==> src/rtl/fifo_pkg.sv <==
`default_nettype none
// ============================================================================
// Module  : fifo_pkg
// Brief   : Shared read-mode constants and pointer helpers for the FIFO family
// Revision: 1.0 - initial release
// ============================================================================
package fifo_pkg;

    localparam int FIFO_MODE_REG  = 0;
    localparam int FIFO_MODE_FWFT = 1;

    function automatic int fifo_ptr_w(input int depth);
        return (depth <= 2) ? 1 : $clog2(depth);
    endfunction

    // Wraps at depth-1 so non-power-of-2 depths never address a missing entry
    function automatic int unsigned fifo_next_ptr(input int unsigned ptr,
                                                  input int unsigned depth);
        return (ptr == depth - 1) ? 0 : ptr + 1;
    endfunction

endpackage
`default_nettype wire

==> src/rtl/fifo_mem.sv <==
`default_nettype none
// ============================================================================
// Module  : fifo_mem
// Brief   : WIDTH x DEPTH register file, one sync write port, one async read
// Revision: 1.0 - initial release
// ============================================================================
module fifo_mem #(
    parameter int WIDTH = 32,
    parameter int DEPTH = 3,
    parameter int PTR_W = 2
) (
    input  logic             clk,
    input  logic             i_wr_en,
    input  logic [PTR_W-1:0] i_wr_addr,
    input  logic [WIDTH-1:0] i_wr_data,
    input  logic [PTR_W-1:0] i_rd_addr,
    output logic [WIDTH-1:0] o_rd_data
);

    logic [WIDTH-1:0] r_mem [DEPTH];

    always_ff @(posedge clk) begin
        if (i_wr_en) begin
            r_mem[i_wr_addr] <= i_wr_data;
        end
    end

    assign o_rd_data = r_mem[i_rd_addr];

endmodule
`default_nettype wire

==> src/rtl/sync_fifo_flags.sv <==
`default_nettype none
// ============================================================================
// Module  : sync_fifo_flags
// Brief   : Single-clock FIFO, any depth, FWFT/registered read, level flags
// Revision: 1.0 - initial release
// ============================================================================
module sync_fifo_flags
    import fifo_pkg::*;
#(
    parameter int WIDTH     = 32,
    parameter int DEPTH     = 3,
    parameter int FWFT      = 1,
    parameter int AFULL_TH  = DEPTH - 1,
    parameter int AEMPTY_TH = 1,
    parameter int CNT_W     = $clog2(DEPTH + 1)
) (
    input  logic             clk,
    input  logic             reset,
    input  logic             w_valid,
    input  logic [WIDTH-1:0] data_in,
    input  logic             r_ready,
    output logic [WIDTH-1:0] data_out,
    output logic             r_valid,
    output logic             fifo_full,
    output logic             fifo_empty,
    output logic             almost_full,
    output logic             almost_empty,
    output logic [CNT_W-1:0] count,
    output logic             overflow,
    output logic             underflow,
    input  logic             clr_err
);

    localparam int c_ptr_w = fifo_ptr_w(DEPTH);

    if ((AFULL_TH > DEPTH) || (AFULL_TH < 0)) begin : g_bad_afull_th
        $error("sync_fifo_flags: AFULL_TH must lie in 0..DEPTH");
    end
    if ((AEMPTY_TH >= DEPTH) || (AEMPTY_TH < 0)) begin : g_bad_aempty_th
        $error("sync_fifo_flags: AEMPTY_TH must lie in 0..DEPTH-1");
    end

    logic [c_ptr_w-1:0] r_wr_ptr;
    logic [c_ptr_w-1:0] r_rd_ptr;
    logic [CNT_W-1:0]   r_count;
    logic               r_overflow;
    logic               r_underflow;
    logic               w_full;
    logic               w_empty;
    logic               w_push;
    logic               w_pop;
    logic [WIDTH-1:0]   w_rd_data;

    assign w_full  = (r_count == CNT_W'(DEPTH));
    assign w_empty = (r_count == '0);
    // No ready-through: a pop in the same cycle never frees room for a full FIFO
    assign w_push  = w_valid && !w_full;
    assign w_pop   = r_ready && !w_empty;

    always_ff @(posedge clk) begin
        if (!reset) begin
            r_wr_ptr    <= '0;
            r_rd_ptr    <= '0;
            r_count     <= '0;
            r_overflow  <= 1'b0;
            r_underflow <= 1'b0;
        end else begin
            if (w_push) begin
                r_wr_ptr <= c_ptr_w'(fifo_next_ptr(32'(r_wr_ptr), DEPTH));
            end
            if (w_pop) begin
                r_rd_ptr <= c_ptr_w'(fifo_next_ptr(32'(r_rd_ptr), DEPTH));
            end
            if (w_push && !w_pop) begin
                r_count <= r_count + CNT_W'(1);
            end else if (w_pop && !w_push) begin
                r_count <= r_count - CNT_W'(1);
            end
            if (w_valid && w_full) begin
                r_overflow <= 1'b1;
            end else if (clr_err) begin
                r_overflow <= 1'b0;
            end
            if (r_ready && w_empty) begin
                r_underflow <= 1'b1;
            end else if (clr_err) begin
                r_underflow <= 1'b0;
            end
        end
    end

    fifo_mem #(
        .WIDTH (WIDTH),
        .DEPTH (DEPTH),
        .PTR_W (c_ptr_w)
    ) u_mem (
        .clk       (clk),
        .i_wr_en   (w_push),
        .i_wr_addr (r_wr_ptr),
        .i_wr_data (data_in),
        .i_rd_addr (r_rd_ptr),
        .o_rd_data (w_rd_data)
    );

    if (FWFT == FIFO_MODE_FWFT) begin : g_fwft
        assign data_out = w_rd_data;
        assign r_valid  = !w_empty;
    end else begin : g_reg_read
        logic [WIDTH-1:0] r_dout;
        logic             r_rvalid;

        always_ff @(posedge clk) begin
            if (!reset) begin
                r_dout   <= '0;
                r_rvalid <= 1'b0;
            end else begin
                r_rvalid <= w_pop;
                if (w_pop) begin
                    r_dout <= w_rd_data;
                end
            end
        end

        assign data_out = r_dout;
        assign r_valid  = r_rvalid;
    end

    assign count        = r_count;
    assign fifo_full    = w_full;
    assign fifo_empty   = w_empty;
    assign almost_full  = (int'(r_count) >= AFULL_TH);
    assign almost_empty = (int'(r_count) <= AEMPTY_TH);
    assign overflow     = r_overflow;
    assign underflow    = r_underflow;

endmodule
`default_nettype wire

==> config.mk <==
export PLATFORM = sky130hd
export DESIGN_NAME = sync_fifo_flags
export DESIGN_NICKNAME = d
export VERILOG_FILES = /design/src/rtl/fifo_pkg.sv /design/src/rtl/fifo_mem.sv /design/src/rtl/sync_fifo_flags.sv
export SDC_FILE = /design/constraint.sdc
export NUM_CORES = 1
export LEC_CHECK = 0
export ABC_CLOCK_PERIOD_IN_PS = 3400
export CAP_MARGIN = 20
export CORE_MARGIN = 4
export CORE_UTILIZATION = 46
export CTS_CLUSTER_SIZE = 12
export DETAILED_ROUTE_END_ITERATION = 12
export HOLD_SLACK_MARGIN = 0.1
export PLACE_DENSITY = 0.86
export SYNTH_ARGS = -nofsm -noshare
export SYNTH_HDL_FRONTEND = slang
export SYNTH_SLANG_ARGS = --single-unit
==> constraint.sdc <==
create_clock -name clk -period 3.4 [get_ports clk]
set_input_delay 0.68 -clock clk [delete_from_list [all_inputs] [get_ports clk]]
set_output_delay 0.68 -clock clk [all_outputs]
set_load 0.01 [all_outputs]
==> results.ini <==
[outcome]
status = finished clean

[finish]
insertedDiodeCount = 0
layout.cells.most_common = sky130_fd_sc_hd__edfxtp_1
total_number_of_nets_in_the_final_design = 376
fin_cells = 446
post_route_cells_drive_above_1_share_pct = 8.58
areaGrowthSynthToFinish_pct = 27.1
layout.cells.most_common_list = sky130_fd_sc_hd__edfxtp_1 (96), sky130_fd_sc_hd__clkdlybuf4s50_1 (77), sky130_fd_sc_hd__mux2i_1 (33), sky130_fd_sc_hd__nand2_1 (33), sky130_fd_sc_hd__o21ai_1 (28)

[setup_path]
crit_path_max_fanout = 18
setup.worst_path.class = reg2out
critical_path.n_buffers_inverters = 2
worst_setup_path_start_kind = flip-flop
worstPathCellList = buf_12 > mux2i_1 > o21ai_1 > clkdlybuf4s50_1
timing.critical_path.to_type = output pin
timing.critical_path.max_delay_family = buffers and inverters
worst_ep_arrival_time_ps = 2070
critPathSlowestCell = sky130_fd_sc_hd__dfxtp_2
max_stage_delay_ps = 640
data_required_time_at_the_worst_endpoint_ps = 2720

[detailed_routing]
postRouteWirelength_mm = 6.94
vias = 2221
postRouteAntennaNets = 0
avgRoutedWirePerCell_um = 15.6
drc = 0
number_of_drc_markers_in_iteration_0 = 68
via_count_normalized_by_instance_count = 4.98
drt_first_pass_iters = 5

[grt]
grt_antenna_before_repair = 0
track_usage_pct = 14.3
grt_start_max_net_pins = 34
first_pass_grt_wire_length_mm = 11.1
via_count_of_the_first_global_routing_pass = 2326
grt_remaining_overflow = 0

[clocking]
cts_tree = built
worst_case_clock_buffer_depth = 2
cts-root-buf = sky130_fd_sc_hd__clkbuf_8
cts_resized = 0
clock_insertion_delay_worst_skew_ps = 350
clkTransAtPathRegs_ps = 90
tritoncts.num_buffers = 9
postCtsHoldBufs = 0
clkSinkCount = 106
postCtsSetupBuffers = 0
number_of_h_tree_levels = 3

[power_and_ir_drop]
p_per_area_mw_per_mm2 = 636
leakage_nw = 1.69
report.power.total_mw = 3.29
ir_drop_uv = 463

[floorplanning]
dieArea_mm2 = 0.0104
floorplan.initialDensity_pct = 46.9
floorplan.io_pins = 78
dieWidth_um = 102
core_region_area_mm2 = 0.00868
die_height_um = 102
std_cell_rows = 34

[synthesis]
post_synthesis_instance_area_mm2 = 0.00407
yosysSeqAreaShare_pct = 75.7
yosys.cell_types.count = 27
syn_nets = 292
postSynthRegisterBits = 106
ys.warnings.count = 0
synth_area_per_cell_um2 = 16.3
netlist_instances = 250

[timing]
finalHoldViolations = 0
skew_ps = 9.82
final_critical_period_ps = 2750
unrepaired_setup_endpoints_after_global_routing = false
maxClockFrequency_mhz = 363
worstMarginPinSlew_ps = 593
final.period_utilization_pct = 81.0
final_max_slew_viol_count = 0
slew_headroom_pct = 60.5
setup-violations-final = 0
setup_tns_ps = 0

[job]
cap_viol_max_count = 0

[worst_hold_path]
holdCritPathClass = reg2reg

[placement]
gp_routability_congestion = 0.720
place_inst = 431
buffer_ports.inserted = 77
place.detailed.hpwl_mm = 4.69

==> worst register-to-register path, cell delays in order (launching register included) <==
cell and delay, ps:
sky130_fd_sc_hd__dfxtp_1 370, sky130_fd_sc_hd__ha_1 270, sky130_fd_sc_hd__and4bb_2 710, sky130_fd_sc_hd__buf_4 340
==> sequential cells by signal (all words and copies together) (netlist names), named ones only <==
register / cells
count: 2
overflow: 1
r_rd_ptr: 2
r_wr_ptr: 2
u_mem.r_mem: 96
underflow: 1
==> worst paths after layout <==
check | cells after the start | slack (ps) | endpoint | from
worst max-delay path | 4 | 650 | data_out[29] | flip-flop
worst min-delay path | 2 | 550 | underflow | underflow
worst max register to register | 3 | 1410 | u_mem.r_mem[1][0] | count[0]
worst min register to register | 2 | 550 | underflow | underflow
==> power by group <==
group	switching [mW]	internal, mW	total (mW)
Sequential	0.0798	1.54	1.62
Combinational	0.379	0.492	0.872
Clock	0.384	0.414	0.799
==> stage by stage <==
step	hold slack (ps)	util [%]	cell area [µm²]	setup WS, ps
finish	548	59.7	5180	647
global route	598	59.7	5180	473
floorplan	515	-	4080	858
global placement	502	57.3	4970	875
detailed placement	525	57.3	4970	809
CTS	549	59.7	5180	584
==> routing by layer <==
layer	part of all wire (%)	up-vias	GRT usage, %
met4	0.78	0	3.63
met1	41	1061	16.9
met5	0	-	0
met2	52	60	24.9
met3	5.7	8	5.12
li1	-	1092	-
==> cells in the mapped netlist <==
| master | count | area share, % |
|---|---|---|
| sky130_fd_sc_hd__a21oi_1 | 2 | 0.25 |
| sky130_fd_sc_hd__a22oi_1 | 2 | 0.37 |
| sky130_fd_sc_hd__and2_1 | 3 | 0.46 |
| sky130_fd_sc_hd__and4bb_1 | 1 | 0.31 |
| sky130_fd_sc_hd__buf_12 | 3 | 1.5 |
| sky130_fd_sc_hd__buf_2 | 7 | 0.86 |
| sky130_fd_sc_hd__buf_6 | 1 | 0.28 |
| sky130_fd_sc_hd__dfxtp_1 | 10 | 4.9 |
| sky130_fd_sc_hd__edfxtp_1 | 96 | 71 |
| sky130_fd_sc_hd__ha_1 | 5 | 1.5 |
| sky130_fd_sc_hd__inv_1 | 5 | 0.46 |
| sky130_fd_sc_hd__mux2i_1 | 33 | 8.1 |
| sky130_fd_sc_hd__nand2_1 | 33 | 3.0 |
| sky130_fd_sc_hd__nand2b_1 | 2 | 0.31 |
| sky130_fd_sc_hd__nand2b_4 | 1 | 0.34 |
| sky130_fd_sc_hd__nor2_1 | 1 | 0.092 |
| sky130_fd_sc_hd__nor2b_1 | 5 | 0.77 |
| sky130_fd_sc_hd__nor3_2 | 1 | 0.25 |
| sky130_fd_sc_hd__nor3b_1 | 1 | 0.18 |
| sky130_fd_sc_hd__nor4bb_1 | 1 | 0.25 |
| sky130_fd_sc_hd__o21a_1 | 1 | 0.18 |
| sky130_fd_sc_hd__o21ai_0 | 3 | 0.37 |
| sky130_fd_sc_hd__o21ai_1 | 28 | 3.4 |
| sky130_fd_sc_hd__o21ai_2 | 2 | 0.43 |
| sky130_fd_sc_hd__or2_2 | 1 | 0.15 |
| sky130_fd_sc_hd__xnor2_1 | 1 | 0.22 |
| sky130_fd_sc_hd__xor2_1 | 1 | 0.22 |
==> layout make-up <==
cell class	instances	area (µm²)
fillers	675	3500
flip-flops and latches	106	3090
multi-input cells	128	883
repair buffers	84	848
well taps	108	135
clock buffers	11	131
clock inverters	4	76.3
inverters	5	18.8
==> cells by family after synthesis <==
kind of cell / Yosys count / synth area share [%]
muxes: 33 / 8.11
buffers and inverters: 16 / 3.07
adders and majority gates: 5 / 1.54
AOI/OAI and AO/OA: 38 / 5.04
and+or+nand+nor: 50 / 6.14
DFF: 106 / 75.7
xor gates and xnor gates: 2 / 0.430
Power figures use the tool's default switching activity.
